$ cat config.mk
export PLATFORM = sky130hd
export DESIGN_NAME = bcd_display_scan_flat
export DESIGN_NICKNAME = d
export VERILOG_FILES = /design/src/rtl/bcd_display_scan_if.sv /design/src/rtl/bcd_display_scan.sv /design/src/flat_wrapper.sv
export SDC_FILE = /design/constraint.sdc
export NUM_CORES = 1
export LEC_CHECK = 0
export ABC_AREA = 1
export ABC_CLOCK_PERIOD_IN_PS = 1600
export CORE_UTILIZATION = 48
export CTS_CLUSTER_DIAMETER = 200
export DETAILED_ROUTE_END_ITERATION = 8
export GPL_ROUTABILITY_DRIVEN = 0
export PLACE_DENSITY = 0.75
export SLEW_MARGIN = 20
export SYNTH_ARGS = -nofsm -noshare
export SYNTH_HDL_FRONTEND = slang
export SYNTH_SLANG_ARGS = --single-unit
$ cat constraint.sdc
create_clock -name clk -period 1.6 [get_ports clk]
set_input_delay 0.32 -clock clk [delete_from_list [all_inputs] [get_ports clk]]
set_output_delay 0.32 -clock clk [all_outputs]
set_load 0.03 [all_outputs]
$ cat src/rtl/bcd_display_scan_if.sv
// Digit inputs and display outputs of the BCD scan driver, bundled for port hookup.
// master = digit source / board side, slave = the scan driver itself.
interface bcd_display_scan_if;
    logic [4:0] Pnum;
    logic [4:0] Snum;
    logic [4:0] Tnum;
    logic       en;
    logic       blank_lz;
    logic [3:0] an;
    logic [6:0] seg;
    logic       dp;

    modport master (
        output Pnum, Snum, Tnum, en, blank_lz,
        input  an, seg, dp
    );

    modport slave (
        input  Pnum, Snum, Tnum, en, blank_lz,
        output an, seg, dp
    );
endinterface

$ cat src/rtl/bcd_display_scan.sv
// Time-multiplexed 3-digit common-anode 7-segment scanner with per-frame input snapshot,
// leading-zero blanking, dash for invalid digits and a display enable.
module bcd_display_scan #(
    parameter int REFRESH_DIV = 50000,
    parameter int CNT_W       = 16
) (
    input logic               clk,
    input logic               rst_n,
    bcd_display_scan_if.slave bus
);

    typedef enum logic [1:0] {
        SEL_UNITS = 2'd0,
        SEL_TENS  = 2'd1,
        SEL_HUNDS = 2'd2
    } sel_e;

    localparam logic [CNT_W-1:0] CNT_LAST = CNT_W'(REFRESH_DIV - 1);

    logic [CNT_W-1:0] cnt_q, cnt_d;
    sel_e             sel_q, sel_d;
    logic [4:0]       hund_q, hund_d, tens_q, tens_d, units_q, units_d;
    logic [3:0]       an_q, an_d, an_sel;
    logic [6:0]       seg_q, seg_d;
    logic [4:0]       digit;
    logic             blank;
    logic             tick;

    function automatic logic [6:0] decode(input logic [4:0] d);
        case (d)
            5'd0:    decode = 7'b1000000;
            5'd1:    decode = 7'b1111001;
            5'd2:    decode = 7'b0100100;
            5'd3:    decode = 7'b0110000;
            5'd4:    decode = 7'b0011001;
            5'd5:    decode = 7'b0010010;
            5'd6:    decode = 7'b0000010;
            5'd7:    decode = 7'b1111000;
            5'd8:    decode = 7'b0000000;
            5'd9:    decode = 7'b0010000;
            default: decode = 7'b0111111;
        endcase
    endfunction

    assign tick = (cnt_q == CNT_LAST);

    always_comb begin
        // NOTE: every variable gets a default before any branch, so no path leaves one unassigned and no latch is inferred.
        cnt_d   = tick ? '0 : cnt_q + CNT_W'(1);
        sel_d   = sel_q;
        hund_d  = hund_q;
        tens_d  = tens_q;
        units_d = units_q;
        an_d    = an_q;
        seg_d   = seg_q;
        an_sel  = 4'b1111;
        digit   = '0;
        blank   = 1'b0;

        if (tick) begin
            case (sel_q)
                SEL_UNITS: sel_d = SEL_TENS;
                SEL_TENS:  sel_d = SEL_HUNDS;
                default: begin
                    sel_d   = SEL_UNITS;
                    hund_d  = bus.Pnum;
                    tens_d  = bus.Snum;
                    units_d = bus.Tnum;
                end
            endcase

            // Outputs follow the new select, so the units slot sees the freshly loaded snapshot.
            case (sel_d)
                SEL_UNITS: begin
                    digit  = units_d;
                    an_sel = 4'b1110;
                end
                SEL_TENS: begin
                    digit  = tens_d;
                    blank  = bus.blank_lz && (hund_d == 5'd0) && (tens_d == 5'd0);
                    an_sel = 4'b1101;
                end
                default: begin
                    digit  = hund_d;
                    blank  = bus.blank_lz && (hund_d == 5'd0);
                    an_sel = 4'b1011;
                end
            endcase

            seg_d = blank ? 7'b1111111 : decode(digit);
            an_d  = bus.en ? an_sel : 4'b1111;
        end
    end

    always_ff @(posedge clk) begin
        if (!rst_n) begin
            cnt_q   <= '0;
            sel_q   <= SEL_HUNDS;
            // NOTE: the snapshot is a handful of flops, not a RAM, so it is reset; blanking then never sees stale digits.
            hund_q  <= '0;
            tens_q  <= '0;
            units_q <= '0;
            an_q    <= 4'b1111;
            seg_q   <= 7'b1111111;
        end else begin
            // NOTE: non-blocking updates make all registers take their _d values together at the edge.
            cnt_q   <= cnt_d;
            sel_q   <= sel_d;
            hund_q  <= hund_d;
            tens_q  <= tens_d;
            units_q <= units_d;
            an_q    <= an_d;
            seg_q   <= seg_d;
        end
    end

    assign bus.an  = an_q;
    assign bus.seg = seg_q;
    assign bus.dp  = 1'b1;

endmodule

$ cat src/flat_wrapper.sv
// flat-port wrapper written by rule: the top's interface ports become plain ports
module bcd_display_scan_flat 
#(
    parameter int REFRESH_DIV = 50000,
    parameter int CNT_W       = 16
)
  (clk, rst_n, bus_Pnum, bus_Snum, bus_Tnum, bus_en, bus_blank_lz, bus_an, bus_seg, bus_dp);
  bcd_display_scan_if bus_i ();
  input logic clk;
  input logic rst_n;
  input wire logic [$bits(bus_i.Pnum)-1:0] bus_Pnum;
  input wire logic [$bits(bus_i.Snum)-1:0] bus_Snum;
  input wire logic [$bits(bus_i.Tnum)-1:0] bus_Tnum;
  input wire logic [$bits(bus_i.en)-1:0] bus_en;
  input wire logic [$bits(bus_i.blank_lz)-1:0] bus_blank_lz;
  output wire logic [$bits(bus_i.an)-1:0] bus_an;
  output wire logic [$bits(bus_i.seg)-1:0] bus_seg;
  output wire logic [$bits(bus_i.dp)-1:0] bus_dp;
  assign bus_i.Pnum = bus_Pnum;
  assign bus_i.Snum = bus_Snum;
  assign bus_i.Tnum = bus_Tnum;
  assign bus_i.en = bus_en;
  assign bus_i.blank_lz = bus_blank_lz;
  assign bus_an = bus_i.an;
  assign bus_seg = bus_i.seg;
  assign bus_dp = bus_i.dp;
  bcd_display_scan #(.REFRESH_DIV(REFRESH_DIV), .CNT_W(CNT_W)) u_core (.clk(clk), .rst_n(rst_n), .bus(bus_i));
endmodule
==> flow_summary.toml <==
[cts]
clockRootBuffer = "clkbuf_8"
cts_tree = "done"
numCtsBuffers = 5
htreeDepth = 2
worstSkewPairLatency_ns = 0.30
cts_buffer_depth = 2
clk_pin_slew_ns = 0.08
cts_sinks = 38

[worst_setup_path]
cp.required_ns = 1.79
r2r_cells = 10
end_kind = "flip-flop"
critPathArrivalTime_ns = 1.79
slowest_delay_ns = 0.45
path_max_fanout = 3
timing.rr.start = "u_core.sel_q[1]"
r2r-end = "u_core.bus.seg[3]"
critPathKind = "input pin to flip-flop"
r2r_setup_slack_ns = 0.01
cp_slowest_cell = "clkdlybuf4s50_1"
startpoint_type = "input pin"
crit_top_cell = "nor2_1"
crit_chain = "clkdlybuf4s50_1 > inv_1 > nand2_2 > nand3_4 > ha_4 > inv_2 > o211ai_1 > nand2_1 > nor2_1 > nor2_1"

[yosys]
ys_dominant_reg_cell = "dfxtp_1"
netlist_area_um2 = 2120
yosys.cell_types.count = 37
syn_inst = 297
ys_seq_area_share_pct = 36.0
synth_edf_count = 0
yosys.area.top_type = "dfxtp_1"
synth.area.top_cells = "dfxtp_1 (36%), nand2_1 (12%), nor2_1 (7.6%)"
synth-seq-cells = 38
ys_warn_count = 0
syn_area_per_cell_um2 = 7.12
synth_top_area_share_pct = 36.0
async_flop_share_pct = 0

[die]
start_util_pct = 51.4
io_pins = 31
rows = 23
die_x_um = 68.4
die_h_um = 68.4
coreArea_um2 = 4120
dieArea_um2 = 4680

[hold_path]
whs_endpoint = "u_core.cnt_q[9]"
worstHoldStart = "u_core.cnt_q[9]"
hold_depth = 2
hold_class = "flip-flop to flip-flop"

[routing]
drt.antenna.violating_nets = 0
drt_iter0_markers = 121
wl_per_cell_um = 13.2
first_pass_iters = 4
vias = 2074
drc = 0
viasPerCell = 5.07
wirelength_mm = 5.39

[layout]
diodes = 0
final_util_pct = 71.3
n_fill_cell = 310
post_route_cells_drive_above_1_share_pct = 30.1
layout_commonest_cell = "nand2_1"
most-common-layout-cells = "nand2_1 (61), nor2_1 (40), dfxtp_1 (32)"
syn_to_final_growth_pct = 38.7
fin_nets = 384
stdcell_count = 409

[pwr]
p_per_area_nw_per_um2 = 641
ir_drop_mv = 0.695
power.leakage_nw = 1.14
total_power_w = 0.00188

[sta]
fin_skew_ns = 0.00894
setup_violations = 0
slew_violations = 0
hold_viol = 0
timing.final.ws_setup_ns = 0.00193
fin_crit_ns = 1.60
period_share_pct = 99.9
fmax_ghz = 0.626
rsz0062_at_grt = "true"

[global_route]
grt_overflow = 0
grt_pass1_wl_mm = 8.04
grt_max_degree = 12
grt_pass1_vias = 1791
antenna_found_initial = 0
track_usage_pct = 23.3

[placed_design]
hpwl_mm = 3.52
port_buffers = 28
dp_slack_ns = -0.341
placedCellCount = 392

[run]
cap_violations = 0

[run_status]
status = "complete, no violations"
-- cell type report --
class                           instances  area (µm²)  share of cell area [%]
Clock inverter                          1        5.00                   0.171
Clock buffer                            7        86.3                    2.94
Sequential cell                        38         773                    26.3
Tap cell                               50        62.6                    2.13
Multi-Input combinational cell        214        1320                    44.8
Timing Repair Buffer                   61         546                    18.6
Inverter                               38         148                    5.03
-- synth_stat cells (2+ instances only) --
| master | instances |
|---|---|
| xor2_1 | 2 |
| dfxtp_1 | 38 |
| buf_4 | 4 |
| ha_1 | 7 |
| nor2_4 | 2 |
| nor2_2 | 7 |
| inv_2 | 5 |
| inv_1 | 32 |
| buf_6 | 5 |
| nand3_4 | 2 |
| nor3_1 | 2 |
| nand2_1 | 70 |
| nand3_1 | 18 |
| o211ai_1 | 3 |
| o22ai_1 | 2 |
| nand2_2 | 5 |
| nor2_1 | 43 |
| o21ai_0 | 15 |
| a21oi_1 | 11 |
| a31oi_1 | 3 |
| nor3_2 | 3 |
| nand3_2 | 3 |
-- how the worst max path moves through the flow --
stage,from,end,slack [ns],cells after the start
2_1_floorplan,u_core.sel_q[1],u_core.bus.seg[3],0.02,10
3_3_place_gp,bus_Tnum[0],u_core.bus.seg[3],-0.28,12
3_5_place_dp,bus_Tnum[1],u_core.bus.seg[3],-0.34,10
4_1_cts,u_core.sel_q[1],u_core.bus.seg[1],0.001,10
5_1_grt,u_core.sel_q[1],u_core.bus.seg[3],-0.1,11
6_report,bus_Tnum[1],u_core.bus.seg[3],0.002,10
-- sequential cells by signal, indices dropped and copies added (netlist names) --
| signal | cells |
|---|---|
| u_core.tens_q | 5 |
| u_core.sel_q | 2 |
| u_core.hund_q | 5 |
| u_core.bus.an | 3 |
| u_core.cnt_q | 16 |
| u_core.bus.seg | 7 |
-- critical path: cells and delay by family --
kind	cells	cell delay (ns)
and+or+nand+nor	5	0.48
adders and majority gates	1	0.29
buffers and inverters	3	0.54
AOI/OAI and AO/OA	1	0.17
-- cells by family after synthesis --
| logic type | synth area share, % |
|---|---|
| buffers and inverters | 11.0 |
| flip-flops | 36.0 |
| XOR/XNOR | 1.24 |
| other | 0.177 |
| AO/OA/AOI/OAI | 10.6 |
| AND/OR/NAND/NOR | 36.8 |
| adder cells (fa/ha/maj) | 4.14 |
-- timing repair --
action                                  in CTS  in global routing
gates resized for setup                     14                 56
hold buffers                                 0                  0
pin swaps                                    1                 23
endpoints found under the setup margin      27                 27
gates cloned                                 0                  2
buffers inserted                             0                  7
-- per-layer routing --
layer	track usage (%)	routed length [µm]	vias up
li1	-	-	1060
met1	30.4	2450	955
met2	36.9	2610	46
met3	4.50	212	13
met4	10.4	121	0
met5	0	0	-
-- report_power, final --
part	total (W)	switching [W]	internal, W
combinational	0.000232	0.000114	0.000118
sequential	0.000956	0.00000728	0.000949
clock	0.000693	0.000346	0.000348
-- through the flow --
step / hold slack (ns) / TNS [ns] / area [µm²]
finish: 0.486 / 0 / 2940
global route: 0.510 / -0.263 / 2940
CTS: 0.484 / 0 / 2660
detailed placement: 0.472 / -2.00 / 2570
global placement: 0.468 / -1.74 / 2570
floorplan: 0.428 / 0 / 2120
Power figures use the tool's default switching activity.
